## src/rtl/uart_pkg.sv

```systemverilog
// Shared types and constants for the serial transmit path.
package uart_pkg;

  typedef enum logic [1:0] {
    IDLE,
    START,
    DATA,
    STOP
  } state_t;

  localparam int unsigned DATA_BITS  = 8;
  localparam logic        LINE_IDLE  = 1'b1;
  localparam logic        LINE_START = 1'b0;

endpackage

```

## src/rtl/uart_tx_if.sv

```systemverilog
// Byte-side handshake and status between the byte source and uart_tx.
interface uart_tx_if;
  import uart_pkg::*;

  logic [DATA_BITS-1:0] data;
  logic                 send;
  logic                 ready;
  logic                 busy;
  logic                 done;

  modport master (
    output data,
    output send,
    input  ready,
    input  busy,
    input  done
  );

  modport slave (
    input  data,
    input  send,
    output ready,
    output busy,
    output done
  );

endinterface

```

## src/rtl/uart_baud_gen.sv

```systemverilog
// Restartable bit-period counter: bit_end marks the last clock of a serial bit.
module uart_baud_gen import uart_pkg::*; #(
  parameter int unsigned CLKS_PER_BIT = 1
) (
  input  logic clk,
  input  logic rst,
  input  logic restart,
  output logic bit_end,
  output logic end_next
);

  localparam int unsigned     CW   = $clog2(CLKS_PER_BIT + 1);
  localparam logic [CW-1:0]   LAST = CW'(CLKS_PER_BIT - 1);

  logic [CW-1:0] count;
  logic [CW-1:0] count_next;

  // wrap at the end of a bit, or snap back to zero on a state entry
  always_comb begin
    count_next = count + CW'(1);
    if (restart || bit_end) begin
      count_next = '0;
    end
  end

  assign bit_end  = (count == LAST);
  // lets the owner register outputs that depend on next cycle's bit_end
  assign end_next = (count_next == LAST);

  // counter register
  always_ff @(posedge clk or posedge rst) begin
    if (rst) begin
      count <= '0;
    end else begin
      count <= count_next;
    end
  end

endmodule

```

## src/rtl/uart_tx.sv

```systemverilog
// UART transmitter: 1 start bit, 8 data bits LSB first, STOP_BITS stop bits,
// with a one-entry holding register for gapless back-to-back frames.
module uart_tx import uart_pkg::*; #(
  parameter int unsigned CLKS_PER_BIT = 1,
  parameter int unsigned STOP_BITS    = 1
) (
  input  logic       clk,
  input  logic       rst,
  uart_tx_if.slave   bus,
  output logic       tx
);

  localparam logic [2:0] BIT_LAST  = 3'(DATA_BITS - 1);
  localparam logic       STOP_LAST = 1'(STOP_BITS - 1);

  state_t               state;
  state_t               state_next;
  logic [DATA_BITS-1:0] shifter;
  logic [DATA_BITS-1:0] shifter_next;
  logic [DATA_BITS-1:0] hold;
  logic [DATA_BITS-1:0] hold_next;
  logic                 hold_valid;
  logic                 hold_valid_next;
  logic [2:0]           bit_idx;
  logic [2:0]           bit_idx_next;
  logic                 stop_idx;
  logic                 stop_idx_next;

  logic tx_next;
  logic busy_q;
  logic busy_next;
  logic done_q;
  logic done_next;

  logic accept;
  logic frame_last;
  logic direct_load;
  logic restart;
  logic bit_end;
  logic end_next;

  uart_baud_gen #(
    .CLKS_PER_BIT (CLKS_PER_BIT)
  ) u_baud (
    .clk      (clk),
    .rst      (rst),
    .restart  (restart),
    .bit_end  (bit_end),
    .end_next (end_next)
  );

  assign accept      = bus.send && !hold_valid;
  assign frame_last  = (state == STOP) && bit_end && (stop_idx == STOP_LAST);
  // an accepted byte bypasses the holding register when the shifter is free now
  assign direct_load = (state == IDLE) || frame_last;
  // counter is parked at zero while idle and restarted on every state entry
  assign restart     = (state == IDLE) || (state_next != state);

  assign bus.ready = !hold_valid;
  assign bus.busy  = busy_q;
  assign bus.done  = done_q;

  // state, datapath and registered output update
  always_ff @(posedge clk or posedge rst) begin
    if (rst) begin
      state      <= IDLE;
      shifter    <= '0;
      hold       <= '0;
      hold_valid <= 1'b0;
      bit_idx    <= '0;
      stop_idx   <= 1'b0;
      tx         <= LINE_IDLE;
      busy_q     <= 1'b0;
      done_q     <= 1'b0;
    end else begin
      state      <= state_next;
      shifter    <= shifter_next;
      hold       <= hold_next;
      hold_valid <= hold_valid_next;
      bit_idx    <= bit_idx_next;
      stop_idx   <= stop_idx_next;
      tx         <= tx_next;
      busy_q     <= busy_next;
      done_q     <= done_next;
    end
  end

  // frame sequencing, shifter and holding register
  always_comb begin
    state_next      = state;
    shifter_next    = shifter;
    hold_next       = hold;
    hold_valid_next = hold_valid;
    bit_idx_next    = bit_idx;
    stop_idx_next   = stop_idx;
    unique case (state)
      IDLE: begin
        if (accept) begin
          shifter_next = bus.data;
          state_next   = START;
        end
      end
      START: begin
        if (bit_end) begin
          state_next   = DATA;
          bit_idx_next = '0;
        end
      end
      DATA: begin
        if (bit_end) begin
          shifter_next = shifter >> 1;
          if (bit_idx == BIT_LAST) begin
            state_next    = STOP;
            stop_idx_next = 1'b0;
          end else begin
            bit_idx_next = bit_idx + 3'd1;
          end
        end
      end
      STOP: begin
        if (bit_end) begin
          if (stop_idx == STOP_LAST) begin
            if (hold_valid) begin
              shifter_next    = hold;
              hold_valid_next = 1'b0;
              state_next      = START;
            end else if (accept) begin
              shifter_next = bus.data;
              state_next   = START;
            end else begin
              state_next = IDLE;
            end
          end else begin
            stop_idx_next = stop_idx + 1'b1;
          end
        end
      end
      default: begin
        state_next = IDLE;
      end
    endcase
    if (accept && !direct_load) begin
      hold_next       = bus.data;
      hold_valid_next = 1'b1;
    end
  end

  // outputs are computed from next-cycle values so tx/busy/done leave a flop
  always_comb begin
    tx_next   = LINE_IDLE;
    busy_next = (state_next != IDLE);
    done_next = (state_next == STOP) && (stop_idx_next == STOP_LAST) && end_next;
    unique case (state_next)
      START:   tx_next = LINE_START;
      DATA:    tx_next = shifter_next[0];
      default: tx_next = LINE_IDLE;
    endcase
  end

endmodule

```

## src/flat_wrapper.sv

```systemverilog
// flat-port wrapper written by rule: the top's interface ports become plain ports
module uart_tx_flat import uart_pkg::*;
#(
  parameter int unsigned CLKS_PER_BIT = 1,
  parameter int unsigned STOP_BITS    = 1
)
  (clk, rst, tx, bus_data, bus_send, bus_ready, bus_busy, bus_done);
  uart_tx_if bus_i ();
  input  logic clk;
  input  logic rst;
  output logic tx;
  input wire logic [$bits(bus_i.data)-1:0] bus_data;
  input wire logic [$bits(bus_i.send)-1:0] bus_send;
  output wire logic [$bits(bus_i.ready)-1:0] bus_ready;
  output wire logic [$bits(bus_i.busy)-1:0] bus_busy;
  output wire logic [$bits(bus_i.done)-1:0] bus_done;
  assign bus_i.data = bus_data;
  assign bus_i.send = bus_send;
  assign bus_ready = bus_i.ready;
  assign bus_busy = bus_i.busy;
  assign bus_done = bus_i.done;
  uart_tx #(.CLKS_PER_BIT(CLKS_PER_BIT), .STOP_BITS(STOP_BITS)) u_core (.clk(clk), .rst(rst), .bus(bus_i), .tx(tx));
endmodule
```

## config.mk

```make
export PLATFORM = sky130hd
export DESIGN_NAME = uart_tx_flat
export DESIGN_NICKNAME = d
export VERILOG_FILES = /design/src/rtl/uart_pkg.sv /design/src/rtl/uart_tx_if.sv /design/src/rtl/uart_baud_gen.sv /design/src/rtl/uart_tx.sv /design/src/flat_wrapper.sv
export SDC_FILE = /design/constraint.sdc
export NUM_CORES = 1
export LEC_CHECK = 0
export CAP_MARGIN = 40
export CORE_MARGIN = 10
export CORE_UTILIZATION = 30
export DETAILED_ROUTE_END_ITERATION = 8
export PLACE_DENSITY = 0.52
export SETUP_SLACK_MARGIN = 0.2
export SLEW_MARGIN = 20
export SYNTH_ARGS = -nofsm -noshare
export SYNTH_HDL_FRONTEND = slang
export SYNTH_HIERARCHICAL = 1
export SYNTH_SLANG_ARGS = --single-unit
```

## constraint.sdc

```tcl
create_clock -name clk -period 2.2 [get_ports clk]
set_clock_uncertainty 0.15 [all_clocks]
set_input_delay 0.33 -clock clk [delete_from_list [all_inputs] [get_ports clk]]
set_output_delay 0.33 -clock clk [all_outputs]
set_load 0.02 [all_outputs]
```

==> flow_metrics.tcl, run 1 <==
set metrics [dict create \
    gr-total-overflow 0 \
    clk_path_buf_depth 2 \
    multi_input_area_um2 615.6 \
    critical-path-max-stage-delay_ns 0.51 \
    fillers 426 \
    r2r-end "u_core/bus.done$_DFF_PP0_" \
    ant_nets 0 \
    irDropWorstVdd_mv 0.2972 \
    met1_usage_pct 8.559 \
    critPathRequiredTime_ns 2.21 \
    layout-drive-gt1-share_pct 23.45 \
    ys_warn_count 6 \
    r2r-start "u_core/bit_idx[1]$_DFFE_PP0P_" \
    drt_iter0_drc 109 \
    start_util_pct 30.86 \
    cts_tree "done" \
    top_usage_layer "met2" \
    finalPower_uw 816.1 \
    die_w_um 86.93 \
    worstSkewPairLatency_ns 0.26 \
    syn_area_mm2 0.001344 \
    cp-startpoint "u_core/bit_idx[1]$_DFFE_PP0P_" \
    cts_root_buf "clkbuf_8" \
    outcome "completed" \
    grt_start_max_net_pins 17 \
    drc_errors 0 \
    r2r_cells 5 \
    gp_congestion 0.7356 \
    area.growth.synth_to_final_pct 23.56 \
    cts_hold_buf 0 \
    avgSynthCellArea_um2 11.01 \
    hold_viol 0 \
    synth_nets 135 \
    cpMaxStageDelayCell "mux4_2" \
    cellPowerDensity_mw_per_mm2 491.5 \
    drt_wl_total_um 2805 \
    whs_ns 0.06808 \
    cp_cell_sequence "ha_1 -> ha_2 -> and2_2 -> mux4_2 -> and4b_1" \
    num_vias 1000 \
    hpwl_um 2083 \
    fmax_ghz 0.5160 \
    grt_use_met3_pct 2.996 \
    arrival_ns 1.95 \
    criticalPathCategory "reg2reg" \
    htree_levels 1 \
    path_clk_slew_ns 0.09 \
    setup_violations 0 \
    pin_count 15 \
    grt_pass1_wl_um 4940 \
    clock_sinks 27 \
    slew_headroom_pct 60.84 \
    worst_pin_slew_ns 0.5826 \
    slew_violations 0 \
    drv_cap 0 \
    antenna_found_initial 0 \
    ff2ff_setup_slack_ns 0.26 \
    cp_top_family "multiplexers" \
    die_area_mm2 0.007556 \
    tns_ns 0 \
    die_h_um 86.93 \
    routedWlPerCell_um 14.24 \
    met2_usage_pct 14.26 \
    grt.total_usage_pct 7.843 \
    crit_end "u_core/bus.done$_DFF_PP0_" \
    hp-class "in2async" \
    path_depth 5 \
    fin_crit_ns 1.938 \
    firstDrtPassIters 5 \
    startpoint_type "flop" \
    numPortBuffers 14 \
    diodes 0 \
    rows 24 \
    grt_pass1_vias 1106 \
    register_area_um2 678.2 \
    p_leak_nw 0.7954 \
    period_share_pct 88.08 \
    syn_inst 122 \
    numCtsBuffers 3 \
    nets 159 \
    crit_path_max_fanout 4 \
    cp_num_buf_inv 0 \
    via_per_inst 5.076 \
    rsz0062_at_grt "yes" \
    coreArea_mm2 0.004354 \
    endpoint_kind "flop" \
]
==> timing repair <==
item                       4_1_cts  5_1_grt
pin swaps                        0        2
setup endpoints to repair        1       15
buffers inserted                 1        4
resized for setup                0        5
==> area by class of cell <==
type / count / area share, %
inverters: 9 / 2.035
well taps: 52 / 3.919
flip-flops and latches: 27 / 40.84
clock buffers: 4 / 2.713
repair buffers: 23 / 13.41
multi-input cells: 82 / 37.08
==> sequential cells by signal, indices dropped and copies added (netlist names) <==
| register | cells |
|---|---|
| u_core/hold_valid | 1 |
| u_core/stop_idx | 1 |
| u_core/bus.busy | 1 |
| u_core/bit_idx | 3 |
| u_core/u_baud/count | 1 |
| u_core/bus.done | 1 |
| u_core/shifter | 8 |
| u_core/state | 2 |
| u_core/hold | 8 |
| u_core/tx | 1 |
==> worst min-delay path by stage <==
stage	startpoint	end	slack (ns)	cells after the start
3_5_place_dp	u_core/hold[5]$_DFFE_PP0P_	u_core/shifter[5]$_DFFE_PP0P_	0.34	2
2_1_floorplan	rst	u_core/u_baud/count$_DFF_PP0_	-0.09	1
6_report	rst	u_core/u_baud/count$_DFF_PP0_	0.07	2
4_1_cts	rst	u_core/u_baud/count$_DFF_PP0_	0.07	2
3_3_place_gp	u_core/hold[5]$_DFFE_PP0P_	u_core/shifter[5]$_DFFE_PP0P_	0.33	2
5_1_grt	rst	u_core/u_baud/count$_DFF_PP0_	0.08	2
==> cell usage in the layout (no fill, tap or decap), types with 2 or more instances in the layout <==
cell / instances
buf_4: 8
nand2_1: 19
nor2b_1: 2
mux2i_1: 3
o21ai_0: 7
conb_1: 2
dfrtp_1: 25
a22oi_1: 3
inv_1: 8
nor3_4: 2
nor2_1: 6
a222oi_1: 6
clkbuf_8: 3
a21oi_1: 3
o21a_1: 2
clkdlybuf4s50_1: 13
mux2_2: 9
==> routing by layer <==
| layer | vias up | routed length [µm] |
|---|---|---|
| met3 | 2 | 141 |
| li1 | 490 | - |
| met2 | 16 | 1475 |
| met4 | 0 | 6 |
| met5 | - | 0 |
| met1 | 492 | 1182 |
==> power by group <==
group / switching (mW) / leakage, nW / internal, mW / total, mW
registers: 0.000377 / 0.365 / 0.497 / 0.497
logic: 0.0210 / 0.408 / 0.0235 / 0.0445
clock network: 0.145 / 0.0228 / 0.129 / 0.274
==> through the flow <==
| step | instances | worst slack, ns | util, % | cell area, µm² |
|---|---|---|---|---|
| after floorplan | 122 | 0.3008 | - | 1344 |
| after global placement | 188 | 0.06685 | 35.92 | 1564 |
| after detailed placement | 188 | -0.007261 | 35.92 | 1564 |
| after CTS | 193 | 0.2014 | 37.13 | 1617 |
| after global routing | 197 | 0.1712 | 38.13 | 1660 |
| final | 197 | 0.2622 | 38.13 | 1660 |
==> worst reg2reg max path, stage by stage, from the launching register on <==
cell	delay, ns
dfrtp_1	0.41
ha_1	0.19
ha_2	0.18
and2_2	0.18
mux4_2	0.51
and4b_1	0.21
(Power assumes the default switching activity.)
==> inputs of run 2 (changes only) <==
--- a/config.mk
+++ b/config.mk
@@ -6,10 +6,12 @@
 export NUM_CORES = 1
 export LEC_CHECK = 0
 export CAP_MARGIN = 40
+export CELL_PAD_IN_SITES_DETAIL_PLACEMENT = 0
+export CELL_PAD_IN_SITES_GLOBAL_PLACEMENT = 2
 export CORE_MARGIN = 10
 export CORE_UTILIZATION = 30
 export DETAILED_ROUTE_END_ITERATION = 8
-export PLACE_DENSITY = 0.52
+export PLACE_DENSITY = 0.71
 export SETUP_SLACK_MARGIN = 0.2
 export SLEW_MARGIN = 20
 export SYNTH_ARGS = -nofsm -noshare
==> run 2 against run 1 <==
Against the previous run: design area is 0.60% higher; combinational power hardly changed; worst setup slack worse by 0.0050 ns; sequential share of layout area is 0.32 points lower; critical path type unchanged; highest routed layer unchanged.
==> flow_metrics.tcl, run 2 (synthesized netlist as in run 1, its figures left out) <==
set metrics [dict create \
    hp-class "in2async" \
    top_regs "u_core/hold (8), u_core/shifter (8), u_core/bit_idx (3)" \
    diodes 0 \
    p_switching_uw 184.0 \
    fmax_ghz 0.5147 \
    grt_pass1_wl_um 5057 \
    setup_violations 0 \
    via_per_inst 4.959 \
    ant_nets 0 \
    die_h_um 86.93 \
    gr-total-overflow 0 \
    clock_sinks 27 \
    cts_tree "done" \
    start_util_pct 30.86 \
    firstDrtPassIters 4 \
    nets 159 \
    p_comb_share_pct 5.3 \
    internal_power_uw 647.6 \
    drv_cap 0 \
    hold_viol 0 \
    fin_crit_ns 1.943 \
    layout-drive-gt1-share_pct 24.14 \
    crit_path_max_fanout 4 \
    cts_root_buf "clkbuf_8" \
    slew_headroom_pct 57.15 \
    final_cells 197 \
    place_area_mm2 0.001577 \
    antenna_found_initial 0 \
    stdcell_area_mm2 0.001670 \
    arrival_ns 1.97 \
    die_area_mm2 0.007556 \
    cellPowerDensity_mw_per_mm2 497.9 \
    drc_errors 0 \
    layout_common_cells "dfrtp_1 (26), nand2_1 (19), clkdlybuf4s50_1 (13), mux2_2 (9), inv_1 (8)" \
    numPortBuffers 14 \
    criticalPathCategory "reg2reg" \
    coreArea_mm2 0.004354 \
    drt_iter0_drc 51 \
    final_core_util_pct 38.36 \
    area.growth.synth_to_final_pct 24.30 \
    period_share_pct 88.31 \
    startpoint_type "flop" \
    die_w_um 86.93 \
    critPathRequiredTime_ns 2.23 \
    clkPwrFrac_pct 34.9 \
    path_clk_slew_ns 0.09 \
    hpwl_um 2124 \
    swShare_pct 22.12 \
    num_vias 977 \
    grt.total_usage_pct 8.388 \
    rows 24 \
    grt_pass1_vias 1036 \
    pin_count 15 \
    dp_cells 188 \
    p_leak_nw 0.7895 \
    clk_path_buf_depth 2 \
    numCtsBuffers 3 \
    gp_congestion 0.7461 \
    routedWlPerCell_um 14.43 \
    worstSkewPairLatency_ns 0.28 \
    cts_hold_buf 0 \
    slew_violations 0 \
    htree_levels 1 \
    grt_start_max_net_pins 17 \
    worst_pin_slew_ns 0.6374 \
    outcome "completed" \
    irDropWorstVdd_mv 0.4008 \
    finalPower_uw 831.6 \
    drt_wl_total_um 2843 \
    seq_power_share_pct 59.8 \
    endpoint_kind "flop" \
    final_common_cell "dfrtp_1" \
    rsz0062_at_grt "no" \
]
run 2: cell count changes in the layout (fill, tap and decap cells not counted):
cell,before,now
clkinv_2,0,1
dfrtp_2,1,0
o21ai_0,7,6
dfrtp_1,25,26
o21a_1,2,1
o21a_2,0,1
buf_12,1,2
o21ai_1,0,1
clkbuf_1,1,0
dlygate4sd2_1,0,1
dlymetal6s2s_1,1,0
buf_4,8,7
run 2: power by group through the flow:
| stage | Combinational [mW] | Sequential, mW | Clock [mW] |
|---|---|---|---|
| after floorplan | 0.0184 | 0.507 | 0 |
| after global routing | 0.0496 | 0.498 | 0.319 |
| after detailed placement | 0.0454 | 0.507 | 0 |
| after CTS | 0.0455 | 0.497 | 0.301 |
| after global placement | 0.0453 | 0.507 | 0 |
| final | 0.0443 | 0.497 | 0.290 |
run 2: final cells by class:
| cell class | count | area [µm²] |
|---|---|---|
| clock buffers | 3 | 41.29 |
| repair buffers | 23 | 231.5 |
| well taps | 52 | 65.06 |
| fillers | 437 | 2684 |
| flip-flops and latches | 27 | 676.9 |
| inverters | 9 | 33.78 |
| clock inverters | 1 | 5.005 |
| multi-input cells | 82 | 616.8 |
run 2: what timing repair did:
action / CTS / global route
pin swaps: 0 / 3
setup buffers: 1 / 4
resized for setup: 1 / 5
setup endpoints to repair: 2 / 15
run 2: per-stage QoR:
stage,TNS (ns),hold slack (ns),setup slack (ns)
floorplan,0,-0.09129,0.3008
global placement,0,0.3224,0.04811
detailed placement,-0.03961,0.3301,-0.01083
CTS,0,0.05311,0.2144
global route,0,0.04835,0.2045
finish,0,0.05520,0.2572
run 2: metal layers:
layer | global-route usage, % | vias to the layer above | share of wire (%)
li1 | - | 482 | -
met1 | 8.744 | 474 | 42
met2 | 14.92 | 16 | 52
met3 | 2.903 | 5 | 4.8
met4 | 3.387 | 0 | 1.5
met5 | 0 | - | 0
run 2: path summary, 6_finish.rpt:
kind / startpoint / end / slack (ns) / depth (start not counted)
worst min-delay path: rst / u_core/u_baud/count$_DFF_PP0_ / 0.06 / 2
min in group clk: u_core/hold[7]$_DFFE_PP0P_ / u_core/shifter[7]$_DFFE_PP0P_ / 0.35 / 2
worst min register to register: u_core/hold[7]$_DFFE_PP0P_ / u_core/shifter[7]$_DFFE_PP0P_ / 0.35 / 2
worst max-delay path: u_core/bit_idx[1]$_DFFE_PP0P_ / u_core/bus.done$_DFF_PP0_ / 0.26 / 5
max in group asynchronous: rst / u_core/hold[1]$_DFFE_PP0P_ / 1.22 / 3
worst max register to register: u_core/bit_idx[1]$_DFFE_PP0P_ / u_core/bus.done$_DFF_PP0_ / 0.26 / 5
run 2: worst max-delay path, cell delays in order (launching register included):
cell and delay [ns]:
dfrtp_1 0.42, ha_1 0.19, ha_2 0.18, and2_2 0.19
mux4_2 0.51, and4b_1 0.21
